==> src/rtl/round_ctrl_pkg.sv <==
// Shared state encoding and default timing constants for the memorization game
// round sequencer and its neighbours (clockdiv, display).
package round_ctrl_pkg;

   typedef enum logic [2:0] {
      ST_IDLE   = 3'd0,
      ST_LOAD   = 3'd1,
      ST_SHOW   = 3'd2,
      ST_INPUT  = 3'd3,
      ST_RESULT = 3'd4,
      ST_OVER   = 3'd5
   } state_t;

   localparam int DEF_SHOW_CYCLES   = 500_000_000;
   localparam int DEF_SHOW_DEC      = 50_000_000;
   localparam int DEF_SHOW_MIN      = 100_000_000;
   localparam int DEF_RESULT_CYCLES = 200_000_000;
   localparam int DEF_MAX_LIVES     = 3;
   localparam int DEF_CNT_W         = 30;

endpackage

==> src/rtl/round_ctrl_phase_timer.sv <==
// Clearable up-counter with a loadable terminal-count compare; done flags the
// last counted cycle of a phase.
module round_ctrl_phase_timer #(
   parameter int CNT_W = 30
) (
   input  logic             clk,
   input  logic             rst,
   input  logic             clear,
   input  logic             enable,
   input  logic [CNT_W-1:0] termCount,
   output logic             done
);

   logic [CNT_W-1:0] count;

   always_ff @(posedge clk) begin
      if (rst)
         count <= '0;
      else if (clear)
         count <= '0;
      else if (enable)
         count <= count + CNT_W'(1);
   end

   assign done = enable && (count == termCount);

endmodule

==> src/rtl/round_ctrl.sv <==
// Round sequencer: new number, level-dependent display window, keyboard input
// window, pass/fail indication, then score/lives bookkeeping.
module round_ctrl
   import round_ctrl_pkg::*;
#(
   parameter int SHOW_CYCLES   = DEF_SHOW_CYCLES,
   parameter int SHOW_DEC      = DEF_SHOW_DEC,
   parameter int SHOW_MIN      = DEF_SHOW_MIN,
   parameter int RESULT_CYCLES = DEF_RESULT_CYCLES,
   parameter int MAX_LIVES     = DEF_MAX_LIVES,
   parameter int CNT_W         = DEF_CNT_W
) (
   input  logic       clk,
   input  logic       rst,
   input  logic       start,
   input  logic       ready,
   input  logic       correct,
   output logic       new_num,
   output logic       display_phase,
   output logic       input_phase,
   output logic       result_valid,
   output logic       result_pass,
   output logic [7:0] score,
   output logic [1:0] lives,
   output logic       game_over
);

   localparam int               CW1        = CNT_W + 1;
   localparam logic [CNT_W-1:0] SHOW_INIT  = CNT_W'(SHOW_CYCLES);
   localparam logic [CNT_W-1:0] SHOW_FLOOR = CNT_W'(SHOW_MIN);
   localparam logic [CNT_W-1:0] SHOW_STEP  = CNT_W'(SHOW_DEC);
   localparam logic [CNT_W-1:0] RES_TERM   = CNT_W'(RESULT_CYCLES - 1);
   localparam logic [CW1-1:0]   SHRINK_MIN = CW1'(SHOW_DEC) + CW1'(SHOW_MIN);
   localparam logic [1:0]       LIVES_INIT = 2'(MAX_LIVES);

   state_t           state, nextState;
   logic [CNT_W-1:0] showLen, showLenNext, termCount;
   logic             timerDone, timerEn, timerClear;
   logic             freshGame, commitPass, commitFail;

   assign timerEn    = (state == ST_SHOW) || (state == ST_RESULT);
   assign timerClear = (nextState != state);
   assign termCount  = (state == ST_RESULT) ? RES_TERM : showLen - CNT_W'(1);

   // compare in one extra bit so a large SHOW_DEC can never wrap below the floor
   assign showLenNext = ({1'b0, showLen} >= SHRINK_MIN) ? showLen - SHOW_STEP : SHOW_FLOOR;

   round_ctrl_phase_timer #(.CNT_W(CNT_W)) u_timer (
      .clk       (clk),
      .rst       (rst),
      .clear     (timerClear),
      .enable    (timerEn),
      .termCount (termCount),
      .done      (timerDone)
   );

   always_ff @(posedge clk) begin
      if (rst)
         state <= ST_IDLE;
      else
         state <= nextState;
   end

   always_comb begin
      nextState  = state;
      freshGame  = 1'b0;
      commitPass = 1'b0;
      commitFail = 1'b0;
      if (start) begin
         nextState = ST_LOAD;
         freshGame = 1'b1;
      end else begin
         case (state)
            ST_IDLE:   nextState = ST_IDLE;
            ST_LOAD:   nextState = ST_SHOW;
            ST_SHOW:   if (timerDone) nextState = ST_INPUT;
            ST_INPUT: begin
               if (ready) begin
                  nextState  = ST_RESULT;
                  commitPass = correct;
                  commitFail = !correct;
               end
            end
            ST_RESULT: if (timerDone) nextState = (lives == 2'd0) ? ST_OVER : ST_LOAD;
            ST_OVER:   nextState = ST_OVER;
            default:   nextState = ST_IDLE;
         endcase
      end
   end

   always_ff @(posedge clk) begin
      if (rst) begin
         score         <= '0;
         lives         <= LIVES_INIT;
         showLen       <= SHOW_INIT;
         result_pass   <= 1'b0;
         new_num       <= 1'b0;
         display_phase <= 1'b0;
         input_phase   <= 1'b0;
         result_valid  <= 1'b0;
         game_over     <= 1'b0;
      end else begin
         if (freshGame) begin
            score   <= '0;
            lives   <= LIVES_INIT;
            showLen <= SHOW_INIT;
         end else if (commitPass) begin
            result_pass <= 1'b1;
            score       <= (score == 8'hFF) ? score : score + 8'd1;
            showLen     <= showLenNext;
         end else if (commitFail) begin
            result_pass <= 1'b0;
            lives       <= (lives == 2'd0) ? lives : lives - 2'd1;
         end
         // outputs decoded from the next state so they are flops aligned with the state
         new_num       <= (nextState == ST_LOAD);
         display_phase <= (nextState == ST_SHOW);
         input_phase   <= (nextState == ST_INPUT);
         result_valid  <= (nextState == ST_RESULT);
         game_over     <= (nextState == ST_OVER);
      end
   end

endmodule

==> config.mk <==
export PLATFORM = sky130hd
export DESIGN_NAME = round_ctrl
export DESIGN_NICKNAME = d
export VERILOG_FILES = /design/src/rtl/round_ctrl_pkg.sv /design/src/rtl/round_ctrl_phase_timer.sv /design/src/rtl/round_ctrl.sv
export SDC_FILE = /design/constraint.sdc
export NUM_CORES = 1
export LEC_CHECK = 0
export BUFFER_PORTS_ARGS = -buffer_cell sky130_fd_sc_hd__buf_4
export CORE_ASPECT_RATIO = 0.6
export CORE_UTILIZATION = 44
export DETAILED_ROUTE_END_ITERATION = 10
export PLACE_DENSITY = 0.61
export REMOVE_ABC_BUFFERS = 1
export SYNTH_ARGS = -nofsm -noshare
export SYNTH_HDL_FRONTEND = slang
export SYNTH_SLANG_ARGS = --single-unit
==> constraint.sdc <==
create_clock -name clk -period 2.9 [get_ports clk]
set_input_delay 0.58 -clock clk [delete_from_list [all_inputs] [get_ports clk]]
set_output_delay 0.58 -clock clk [all_outputs]
set_load 0.005 [all_outputs]
# == Word level (Yosys, flattened, before mapping) ==
# Index checks and enable logic that the tools add are counted.
# op_classes
bitwise,4
mux,17
n_eq_ne,13
n_reduce_logical,10
magnitude_cmp,1
addsub,5
# op_table
cell,count
$mux 30,2
$add 30x1->30 const B,1
$eq 30x30->1,1
$ge 30x28->1 const B,1
$sub 30x1->30 const B,1
$sub 30x26->30 const B,1
$mux 3,5
$pmux 3 s5,1
$eq 3x2->1 const B,4
$eq 3x3->1 const B,4
$mux 1,9
$add 8x1->8 const B,1
$eq 8x8->1 const B,1
$eq 3x1->1 const B,2
$not 1->1,4
$reduce_and 2->1,2
$reduce_or 2->1,2
$ne 3x3->1,1
$reduce_and 3->1,1
$logic_not 2->1,1
$reduce_bool 2->1,1
$sub 2x1->2 const B,1
$logic_and 1x1->1,1
$logic_not 1->1,1
$logic_or 1x1->1,1
# word_totals
elab_cells,61
output_inout_bits,16
input_bits,5
register_bits,79

# == Depth between registers and ports, before layout ==
# Gate-level depths: netlist (run 1).
# depth
depth_word,9
depth_mapped,13
depth_no_buf,11

# == By module ==
# A second synthesis (run 1) with hierarchy kept.
# unflattened
cells_unflattened,530
hier_area_um2,4236.6
# modules_own_cells
mod,area_per_inst_um2,cells_each,seq_area_each_um2,n_inst
round_ctrl,2523.7,324,840.8,1
round_ctrl_phase_timer,1712.9,206,600.6,1

# == Worst setup path before layout (run 1) ==
# No wires, ideal clock.
# synth_timing
kind,register -> register
startpoint,register showLen[21]
endpoint,register u_timer.count[17]
t_arrival_ns,3.082
path_stages_with_launch,13
slack_ns,-0.298
setup_ns,0.115
period_less_slack_ns,3.198
n_path_buf,3
required_time_ns,2.785
path_cell_list,dfxtp_1 -> buf_6 -> or4_4 -> or4b_1 -> clkbuf_2 -> or4_1 -> a21oi_1 -> xnor2_1 -> nand4_2 -> nor4_4 -> or3_4 -> buf_6 -> nor2_2
# synth_between
elab_chain_cells,9
word_cells_on_any_way,10
cone_classes,add/sub: 1; eq/ne: 2; mux: 5; reduce/logical: 2
# synth_rtl
item,line_no,source
"start, declared",round_ctrl.sv:37,"logic [CNT_W-1:0] showLen, showLenNext, termCount;"
"start signal, assigned",round_ctrl.sv:110,showLen <= showLenNext;
$sub 30x1->30 *,round_ctrl.sv:43,assign termCount = (state == ST_RESULT) ? RES_TERM : showLen - CNT_W'(1);
$mux 30 *,round_ctrl.sv:43,
$eq 30x30->1 *,round_ctrl_phase_timer.sv:25,assign done = enable && (count == termCount);
$logic_and 1x1->1 *,round_ctrl_phase_timer.sv:25,
"$mux 3, on equally long branches","round_ctrl.sv:84, round_ctrl.sv:76",
$pmux 3 s5 *,round_ctrl.sv:73,case (state)
$mux 3 *,round_ctrl.sv:69,if (start) begin
$ne 3x3->1 *,round_ctrl.sv:42,assign timerClear = (nextState != state);
$reduce_or 2->1 (no line) *,--,
"end signal, assigned",round_ctrl_phase_timer.sv:22,count <= count + CNT_W'(1);
"end, declared",round_ctrl_phase_timer.sv:14,logic [CNT_W-1:0] count;
# Every way passes the cells marked *; elsewhere a longest branch is shown, timed or not.
# A chain may end at the register's enable or synchronous reset.

# == Final worst setup path (run 1) ==
# layout_timing
startpoint,register showLen[20]
endpoint,register u_timer.count[24]
# The elaborated chain is that of the path after synthesis.

==> PnR_summary.wiki, run 1 <==
{| class="wikitable"
! Metric !! Value
|-
| Slack of the critical path || -238 ps
|-
| Number of nets with antenna violations after detailed routing || 0
|-
| Wire length after detailed routing || 10700 um
|-
| Launch point of the critical path || showLen[20]
|-
| Worst-margin pin slew || 796 ps
|-
| Unrepaired setup endpoints after global routing || yes
|-
| Path type of the worst setup path || flop to flop
|-
| Power density of the placed cells || 380 mW/mm^2
|-
| Die ar. || 0.0103 sq mm
|-
| Clock insertion delay at the later pin of the skew report || 330 ps
|-
| Initial standard-cell utilization of the core || 0.464
|-
| DR WL/cell || 14.6 um
|-
| Floorplan row count || 27
|-
| Critical hold path startpoint || rst
|-
| Maximum number of pins on one net before global-route repair || 19
|-
| Post-synth design cell area || 0.00435 sq mm
|-
| Area growth from synthesis to layout || 22.9%
|-
| Most common flop cell mapped by yosys || dfxtp_1
|-
| Number of global-route vias before repair || 3417
|-
| Category of the worst setup path launch point || flop
|-
| Total GRT Usage || 0.215
|-
| Fill cell instance count of the final layout || 921
|-
| First-pass GRT wire length || 17000 um
|-
| Post-route cell area || 0.00535 sq mm
|-
| Final setup violation count || 37
|-
| Clock slew seen by the registers of the worst setup and hold paths || 60 ps
|-
| Ratio of cells with drive above 1 in the final layout || 0.237
|-
| Total of warnings raised by yosys || 0
|-
| Violated checks || setup timing
|-
| TritonCTS clock tree || done
|-
| Die width || 130 um
|-
| Final Hold Viols || 0
|-
| Final estimated routing congestion in global placement || 0.845
|-
| Seq cells post-synth || 72
|-
| Ant diodes || 0
|-
| Slack of the worst reg-to-reg path || -240 ps
|-
| Sequential standard cell area || 0.00144 sq mm
|-
| Gate count after technology mapping || 544
|-
| Critical path endpoint category || flop
|-
| Launch point of the worst reg-to-reg path || showLen[20]
|-
| Async set-or-reset flop fraction in the synthesized netlist || 0
|-
| Placed insts || 715
|-
| F_max || 319 MHz
|-
| Critical Path AT || 3410 ps
|-
| Max_slew headroom || 0.467
|-
| Highest ir drop seen on vdd || 0.285 mV
|-
| Worst hold-check path type || primary input to flop
|-
| Clock tree root buffer cell || clkbuf_16
|-
| HPWL reported at the end of detailed placement || 8120 um
|-
| Total grt overflow || 0
|-
| Vias/cell || 5.34
|-
| Post-detailed-route DRC marker count || 0
|-
| Footprint of the multi-input gates || 0.00279 sq mm
|-
| Highest net fanout along the worst path || 18
|-
| Placed cell area || 0.00495 sq mm
|-
| Number of enable flip-flop cells after synthesis || 0
|-
| Setup skew after layout || 5.05 ps
|-
| I/O pins || 21
|-
| Count of input and output buffers || 20
|-
| Count of different cell masters after synthesis || 68
|-
| Post-synthesis average cell area || 8.00 sq um
|-
| Final cycle utilization of the critical path || 1.08
|-
| Worst EP required || 3170 ps
|-
| Number of buffers created by CTS || 9
|-
| Clock sink total || 72
|-
| Final count of pins violating max slew || 0
|-
| Pre-antenna DRT Iters || 4
|-
| DRC violation total after the first TritonRoute iteration || 221
|-
| Vertical extent of the die || 79.1 um
|-
| Status || finished with violations
|-
| Final critical delay including setup and external delays || 3140 ps
|-
| Static leakage power || 1.96 nW
|-
| CTS HTree Levels || 3
|-
| Initial antenna violation count || 0
|-
| Number of nets in the finished design || 609
|-
| Sequential element share of the synthesized area || 0.331
|-
| Total number of vias || 3915
|-
| Worst setup slack after placement || -354 ps
|-
| Number of standard cells in the final layout excluding fillers || 733
|-
| Max-cap violations || 0
|-
| Maximum count of clock buffers along a single path || 2
|-
| Core area || 0.00939 sq mm
|}
==> Yosys cell counts, types with 4 or more instances <==
cell type | instances | area [sq um]
o21ai_0 | 17 | 85.1
nand4_1 | 17 | 106
or2_2 | 5 | 31.3
and3_1 | 4 | 25.0
inv_1 | 13 | 48.8
or3_1 | 7 | 43.8
nor2b_1 | 5 | 31.3
buf_6 | 5 | 56.3
dfxtp_1 | 72 | 1440
a21oi_1 | 19 | 95.1
nand2_1 | 50 | 188
nor2_2 | 12 | 75.1
a211oi_1 | 5 | 37.5
nor4_1 | 9 | 56.3
buf_1 | 5 | 18.8
nand3_1 | 20 | 100
clkbuf_1 | 26 | 97.6
ha_1 | 5 | 62.6
a31oi_1 | 5 | 31.3
nor2_1 | 74 | 278
nor3_1 | 16 | 80.1
xnor2_1 | 41 | 359
xor2_1 | 39 | 342
==> state kept, by name, indices dropped and copies added, names as in the netlist <==
| register | flops |
|---|---|
| display_phase | 1 |
| game_over | 1 |
| input_phase | 1 |
| lives | 2 |
| new_num | 1 |
| result_pass | 1 |
| result_valid | 1 |
| score | 8 |
| showLen | 23 |
| state | 3 |
| u_timer.count | 30 |
==> what timing repair did <==
action / 4_1_cts / 5_1_grt
pin swaps: 6 / 1
setup buffers: 2 / 1
setup endpoints to repair: 37 / 37
gates resized for setup: 22 / 2
hold buffers: 0 / 0
==> critical path, stage by stage (launching register included) <==
cell,delay [ps]
dfxtp_1,310
or4_4,540
buf_6,140
or3_4,340
nor3_4,160
xnor2_1,170
mux2_4,340
a31oi_4,210
nor4_4,70
buf_4,160
or3_4,360
buf_12,170
nor2_1,100
==> metrics by stage <==
| step | power, mW | hold WS, ps | util | setup TNS [ps] |
|---|---|---|---|---|
| 3_3_place_gp | 1.08 | 486 | 0.527 | -10270 |
| 6_report | 2.03 | 465 | 0.570 | -7430 |
| 2_1_floorplan | 1.05 | 464 | - | -11940 |
| 3_5_place_dp | 1.08 | 492 | 0.527 | -11340 |
| 5_1_grt | 2.11 | 469 | 0.570 | -12300 |
| 4_1_cts | 2.06 | 458 | 0.568 | -7440 |
==> layout by cell type, fill, tap and decap left out, types with 3 or more instances in the layout <==
cell and instances:
a211oi_1 4, a21o_1 3, a21oi_1 18, a31oi_1 5, and2_1 3, and3_1 4
buf_4 79, buf_6 4, clkbuf_16 9, clkinv_2 3, dfxtp_1 72, ha_1 5
inv_1 13, mux2i_1 3, nand2_1 50, nand3_1 19, nand3b_1 3, nand4_1 17
nor2_1 73, nor2_2 13, nor2b_1 5, nor3_1 15, nor4_1 7, o21ai_0 17
or2_2 5, or3_1 6, or4_4 4, xnor2_1 40, xor2_1 39
==> worst paths after layout <==
kind | to | depth (start not counted)
worst max-delay path | u_timer.count[24] | 12
worst min-delay path | result_pass | 2
worst max register to register | u_timer.count[24] | 12
worst min register to register | result_pass | 2
==> routing by layer <==
metal  vias up  track usage  share of wire
li1       1989            -              -
met1      1839        0.325           0.54
met2        75        0.302           0.41
met3        12       0.0485          0.046
met4         0       0.0517         0.0094
met5         -            0              0
==> cells by family (layout without fill, tap and decap cells) <==
group           count (synthesis)  after routing  share of synthesized area
fa+ha+maj                       5              5                     0.0144
buf+inv                        53            112                     0.0555
xor+xnor                       82             82                      0.172
simple gates                  249            249                      0.297
compound gates                 79             79                      0.122
mux                             4              4                    0.00948
flops                          72             72                      0.331
==> area by class of cell <==
type | count | share of cell area
Multi-Input combinational cell | 419 | 0.520
Sequential cell | 72 | 0.269
Timing Repair Buffer | 84 | 0.123
Clock buffer | 11 | 0.0435
Tap cell | 130 | 0.0304
Inverter | 13 | 0.00912
Clock inverter | 4 | 0.00421
==> power breakdown <==
group	internal (mW)	switching [mW]
logic	0.0255	0.0404
clock network	0.569	0.403
registers	0.993	0.00194
No activity file was read; power rests on OpenSTA's default activity.
==> run 2: changes to the inputs <==
--- a/config.mk
+++ b/config.mk
@@ -9,8 +9,10 @@
 export CORE_ASPECT_RATIO = 0.6
 export CORE_UTILIZATION = 44
 export DETAILED_ROUTE_END_ITERATION = 10
-export PLACE_DENSITY = 0.61
+export PLACE_DENSITY = 0.58
 export REMOVE_ABC_BUFFERS = 1
+export SKIP_LAST_GASP = 1
+export SLEW_MARGIN = 0
 export SYNTH_ARGS = -nofsm -noshare
 export SYNTH_HDL_FRONTEND = slang
 export SYNTH_SLANG_ARGS = --single-unit
==> constraint.sdc (replaced) <==
create_clock -name clk -period 3.9 [get_ports clk]
set_input_delay 0.78 -clock clk [delete_from_list [all_inputs] [get_ports clk]]
set_output_delay 0.78 -clock clk [all_outputs]
set_load 0.005 [all_outputs]
==> run 2 against run 1 <==
The run now ends clean; non-clock buffer count shrank 51; cell count down 6.7%; global-route usage is essentially flat; hold slack improved by 17 ps; sequential cell count did not move; sequential share of layout area rose by 2.2 points; worst setup slack better by 570 ps; power down 14%; critical path depth is 2 lower; critical path type unchanged; largest power group is now the clock network.
==> PnR_summary.wiki, run 2 (same netlist as run 1, synthesis figures left out) <==
{| class="wikitable"
! Metric !! Value
|-
| Leading cell type in the layout, fill and taps excluded || nor2_1
|-
| Total GRT Usage || 0.215
|-
| TritonCTS clock tree || done
|-
| Initial antenna violation count || 0
|-
| Sequential standard cell area || 0.00144 sq mm
|-
| First-pass GRT wire length || 17100 um
|-
| Gates resized, CTS repair || 0
|-
| Final Hold Viols || 0
|-
| Clock insertion delay at the later pin of the skew report || 330 ps
|-
| Clock slew seen by the registers of the worst setup and hold paths || 60 ps
|-
| Highest net fanout along the worst path || 9
|-
| Worst EP required || 4150 ps
|-
| Part of the power in the clock network || 0.549
|-
| Worst-path cell with the longest stage delay || or4b_1
|-
| Vias/cell || 5.50
|-
| CTS HTree Levels || 3
|-
| Clock tree root buffer cell || clkbuf_16
|-
| Fraction of power consumed by combinational cells || 0.024
|-
| Sw Pwr || 0.345 mW
|-
| Status || completed
|-
| Net switching share of the total power || 0.198
|-
| Launch point of the critical path || showLen[21]
|-
| Max FFs per register || 30
|-
| Worst-margin pin slew || 873 ps
|-
| Final critical delay including setup and external delays || 3570 ps
|-
| Vertical extent of the die || 79.1 um
|-
| Max-cap violations || 0
|-
| Core area || 0.00939 sq mm
|-
| Footprint of the multi-input gates || 0.00269 sq mm
|-
| Highest ir drop seen on vdd || 0.218 mV
|-
| Setup skew after layout || 5.92 ps
|-
| Total negative slack || 0 ps
|-
| Worst setup slack after placement || 281 ps
|-
| CP delay by family, top || simple AND/OR/NAND/NOR gates
|-
| Total number of vias || 3765
|-
| Final cycle utilization of the critical path || 0.915
|-
| Pre-antenna DRT Iters || 5
|-
| Unrepaired setup endpoints after global routing || no
|-
| CP Depth || 10
|-
| Floorplan row count || 27
|-
| Maximum count of clock buffers along a single path || 2
|-
| Commonest cells after routing, fill and taps aside || 74 x nor2_1, 72 x dfxtp_1, 50 x nand2_1
|-
| Critical Path Sink || new_num
|-
| Final count of pins violating max slew || 0
|-
| Final estimated routing congestion in global placement || 0.830
|-
| Path type of the worst setup path || flop to flop
|-
| Number of global-route vias before repair || 3395
|-
| Clock sink total || 72
|-
| Largest registers || u_timer.count x30, showLen x23, score x8
|-
| Delay contributed by the slowest stage of the critical path || 630 ps
|-
| Area growth from synthesis to layout || 13.5%
|-
| DRC violation total after the first TritonRoute iteration || 232
|-
| Total grt overflow || 0
|-
| Die ar. || 0.0103 sq mm
|-
| Slack of the critical path || 330 ps
|-
| RR Endpoint || new_num
|-
| Maximum number of pins on one net before global-route repair || 31
|-
| DR WL/cell || 15.2 um
|-
| CP Buf/Inv Count || 1
|-
| Category of the worst setup path launch point || flop
|-
| Die width || 130 um
|-
| Worst hold-check path type || flop to flop
|-
| Count of input and output buffers || 20
|-
| Relative contribution of sequential cells to total power || 0.427
|-
| Final setup violation count || 0
|-
| Ratio of cells with drive above 1 in the final layout || 0.148
|-
| F_max || 280 MHz
|-
| Slack of the worst reg-to-reg path || 330 ps
|-
| Power density of the placed cells || 352 mW/mm^2
|-
| Max_slew headroom || 0.403
|-
| Largest register by flop count || u_timer.count
|-
| Total Power || 1.74 mW
|-
| Critical path endpoint category || flop
|-
| Ant diodes || 0
|-
| Static leakage power || 1.72 nW
|-
| Critical Path AT || 3820 ps
|-
| Post-detailed-route DRC marker count || 0
|-
| Wire length after detailed routing || 10400 um
|-
| HPWL reported at the end of detailed placement || 7650 um
|-
| Number of buffers created by CTS || 9
|-
| Number of nets with antenna violations after detailed routing || 0
|-
| Worst Reg-to-Reg Cells || 10
|-
| Cell-by-cell trace of the critical path || or4_4, or4b_1, or4_1, a21oi_1, xnor2_1, nand4_2, nor4_4, buf_4, o2111ai_1, a211oi_1
|-
| I/O pins || 21
|-
| Internal Dissipation || 1.39 mW
|-
| Number of nets in the finished design || 559
|-
| Post-CTS repair timing setup buffer count || 0
|-
| Fill cell instance count of the final layout || 932
|-
| Launch point of the worst reg-to-reg path || showLen[21]
|-
| Post-CTS Hold Buffers || 0
|-
| Initial standard-cell utilization of the core || 0.464
|}
run 2: cell types whose count changed in the layout (fill, tap and decap cells not counted), sizes merged:
cell | before | now
or3 | 8 | 9
clkinvlp | 1 | 0
bufinv | 0 | 3
clkinv | 3 | 2
buf | 84 | 33
run 2: layout make-up:
cell class                      count  area share
Clock buffer                       11      0.0491
Inverter                           13     0.00988
Sequential cell                    72       0.292
Clock inverter                      5      0.0210
Tap cell                          130      0.0329
Timing Repair Buffer               33      0.0501
Multi-Input combinational cell    420       0.545
run 2: worst min path at each step:
stage,start,to,cells after the start
floorplan,result_pass,result_pass,2
global placement,result_pass,result_pass,2
detailed placement,result_pass,result_pass,2
CTS,result_pass,result_pass,2
global route,result_pass,result_pass,2
finish,result_pass,result_pass,2
run 2: layer usage:
| layer | vias up | wire, um | GRT usage |
|---|---|---|---|
| met5 | - | 0 | 0 |
| met4 | 0 | 97 | 0.0586 |
| met3 | 12 | 455 | 0.0485 |
| met2 | 73 | 3980 | 0.282 |
| met1 | 1790 | 5850 | 0.338 |
| li1 | 1890 | - | - |
run 2: tightest hold or removal path: stages, from the launching register on:
cell and delay, ps:
dfxtp_1 310, o21ai_0 60, a21oi_1 60
run 2: power by group through the flow:
stage / clock network, mW / registers, mW / logic (mW)
global placement: 0 / 0.758 / 0.0389
finish: 0.955 / 0.742 / 0.0425
global route: 1.01 / 0.742 / 0.0468
floorplan: 0 / 0.757 / 0.0216
detailed placement: 0 / 0.758 / 0.0394
CTS: 0.971 / 0.742 / 0.0394
run 2: through the flow:
step | area, sq um | hold WS [ps] | cells | util
after floorplan | 4160 | 464 | 504 | -
after global placement | 4580 | 472 | 667 | 0.487
after global routing | 4940 | 514 | 684 | 0.526
after CTS | 4920 | 483 | 683 | 0.524
after detailed placement | 4580 | 476 | 667 | 0.487
final | 4940 | 482 | 684 | 0.526
==> run 3: changes to the inputs <==
--- a/config.mk
+++ b/config.mk
@@ -9,6 +9,7 @@
 export CORE_ASPECT_RATIO = 0.6
 export CORE_UTILIZATION = 44
 export DETAILED_ROUTE_END_ITERATION = 10
+export GPL_TIMING_DRIVEN = 0
 export PLACE_DENSITY = 0.58
 export REMOVE_ABC_BUFFERS = 1
 export SKIP_LAST_GASP = 1
==> run 3 against run 2 <==
Clock skew barely moved; sequential share of layout area rose by 0.73 points; global-route usage rose by 0.23 points; critical path type unchanged.
==> PnR_summary.wiki, run 3 (same netlist as run 1, synthesis figures left out) <==
{| class="wikitable"
! Metric !! Value
|-
| HPWL reported at the end of detailed placement || 7570 um
|-
| CTS HTree Levels || 3
|-
| Die width || 130 um
|-
| F_max || 271 MHz
|-
| Leading cell type in the layout, fill and taps excluded || nor2_1
|-
| Commonest cells after routing, fill and taps aside || 74 x nor2_1, 72 x dfxtp_1, 50 x nand2_1
|-
| Worst EP required || 4130 ps
|-
| Post-detailed-route DRC marker count || 0
|-
| Slack of the critical path || 213 ps
|-
| Vias/cell || 5.46
|-
| Core area || 0.00939 sq mm
|-
| Largest register by flop count || u_timer.count
|-
| Final estimated routing congestion in global placement || 0.798
|-
| Worst setup slack after placement || -12.4 ps
|-
| Path type of the worst setup path || flop to flop
|-
| Clock tree root buffer cell || clkbuf_16
|-
| Max_slew headroom || 0.437
|-
| Setup skew after layout || 6.26 ps
|-
| DR WL/cell || 15.6 um
|-
| Max FFs per register || 30
|-
| Highest ir drop seen on vdd || 0.201 mV
|-
| Category of the worst setup path launch point || flop
|-
| Static leakage power || 1.64 nW
|-
| Total number of vias || 3684
|-
| Count of input and output buffers || 20
|-
| Worst hold-check path type || flop to flop
|-
| Final count of pins violating max slew || 0
|-
| Clock slew seen by the registers of the worst setup and hold paths || 60 ps
|-
| Final setup violation count || 0
|-
| Maximum number of pins on one net before global-route repair || 17
|-
| Initial antenna violation count || 0
|-
| Total negative slack || 0 ps
|-
| Placed insts || 656
|-
| Critical Path AT || 3910 ps
|-
| I/O pins || 21
|-
| Final critical delay including setup and external delays || 3690 ps
|-
| Maximum count of clock buffers along a single path || 2
|-
| Number of standard cells in the final layout excluding fillers || 675
|-
| Ant diodes || 0
|-
| Critical path endpoint category || flop
|-
| Vertical extent of the die || 79.1 um
|-
| Initial standard-cell utilization of the core || 0.464
|-
| Die ar. || 0.0103 sq mm
|-
| Post-CTS Hold Buffers || 0
|-
| Power density of the placed cells || 325 mW/mm^2
|-
| DRC violation total after the first TritonRoute iteration || 178
|-
| Final cycle utilization of the critical path || 0.945
|-
| Status || completed
|-
| Final core area utilization || 0.513
|-
| Number of global-route vias before repair || 3325
|-
| Number of nets with antenna violations after detailed routing || 0
|-
| Total GRT Usage || 0.217
|-
| Ratio of cells with drive above 1 in the final layout || 0.132
|-
| Highest net fanout along the worst path || 15
|-
| Number of nets in the finished design || 550
|-
| Area growth from synthesis to layout || 10.7%
|-
| Number of buffers created by CTS || 9
|-
| Worst-margin pin slew || 841 ps
|-
| Pre-antenna DRT Iters || 5
|-
| Total grt overflow || 0
|-
| Max-cap violations || 0
|-
| Floorplan row count || 27
|-
| Clock insertion delay at the later pin of the skew report || 340 ps
|-
| Largest registers || u_timer.count x30, showLen x23, score x8
|-
| TritonCTS clock tree || done
|-
| First-pass GRT wire length || 17000 um
|-
| Unrepaired setup endpoints after global routing || no
|-
| Clock sink total || 72
|-
| Wire length after detailed routing || 10500 um
|-
| Final Hold Viols || 0
|}
run 3: changes by cell type in the layout (fill, tap and decap cells not counted), moves of 2 or more:
cell	delta
inv_6	+2
clkinvlp_4	+3
buf_4	-11
bufinv_16	-3
run 3: worst max-delay path, stage by stage (launching register included):
cell	delay [ps]
dfxtp_1	370
inv_1	100
ha_1	290
or4b_2	690
nor4_1	400
xor2_1	330
xor2_1	140
o32ai_2	280
o21ai_1	160
nor4_4	220
buf_4	200
or3_4	300
nor2_1	80
run 3: what timing repair did:
item                       in CTS  in global routing
setup endpoints to repair      26                 37
pin swaps                       0                  1
gates resized for setup         1                  1
cloned                          1                  0
buffers inserted                0                  2
run 3: cell type report:
| type | count | area (sq um) |
|---|---|---|
| fill | 924 | 4570 |
| multi-input combinational | 420 | 2700 |
| sequential | 72 | 1440 |
| clock buffer | 11 | 243 |
| timing repair buffer | 24 | 188 |
| tap | 130 | 163 |
| inverter | 13 | 48.8 |
| clock inverter | 5 | 40.0 |
run 3: power breakdown:
group | switching [mW] | leakage [nW] | total, mW | internal (mW)
clock network | 0.329 | 0.129 | 0.782 | 0.452
logic | 0.0286 | 0.926 | 0.0412 | 0.0126
registers | 0.00401 | 0.581 | 0.742 | 0.738
total | 0.362 | 1.64 | 1.56 | 1.20
run 3: routing by layer:
layer,GRT usage,routed length (um),share of wire,up-vias
met5,0,0,0,-
met4,0.0586,89,0.0085,0
met3,0.0519,392,0.037,8
met2,0.297,4240,0.40,50
met1,0.331,5780,0.55,1750
li1,-,-,-,1876
run 3: worst paths after layout:
kind / from / to / slack [ps] / depth (start not counted)
setup / recovery: showLen[7] / u_timer.count[8] / 210 / 12
setup reg to reg: showLen[7] / u_timer.count[8] / 210 / 12
hold reg to reg: result_pass / result_pass / 470 / 2
hold / removal: result_pass / result_pass / 470 / 2
run 3: stage by stage:
stage / total power [mW] / cell area (sq um) / hold WS (ps)
after floorplan: 0.779 / 4160 / 464
after global placement: 0.795 / 4470 / 468
after detailed placement: 0.796 / 4500 / 468
after CTS: 1.58 / 4800 / 479
after global routing: 1.62 / 4820 / 521
final: 1.56 / 4820 / 475
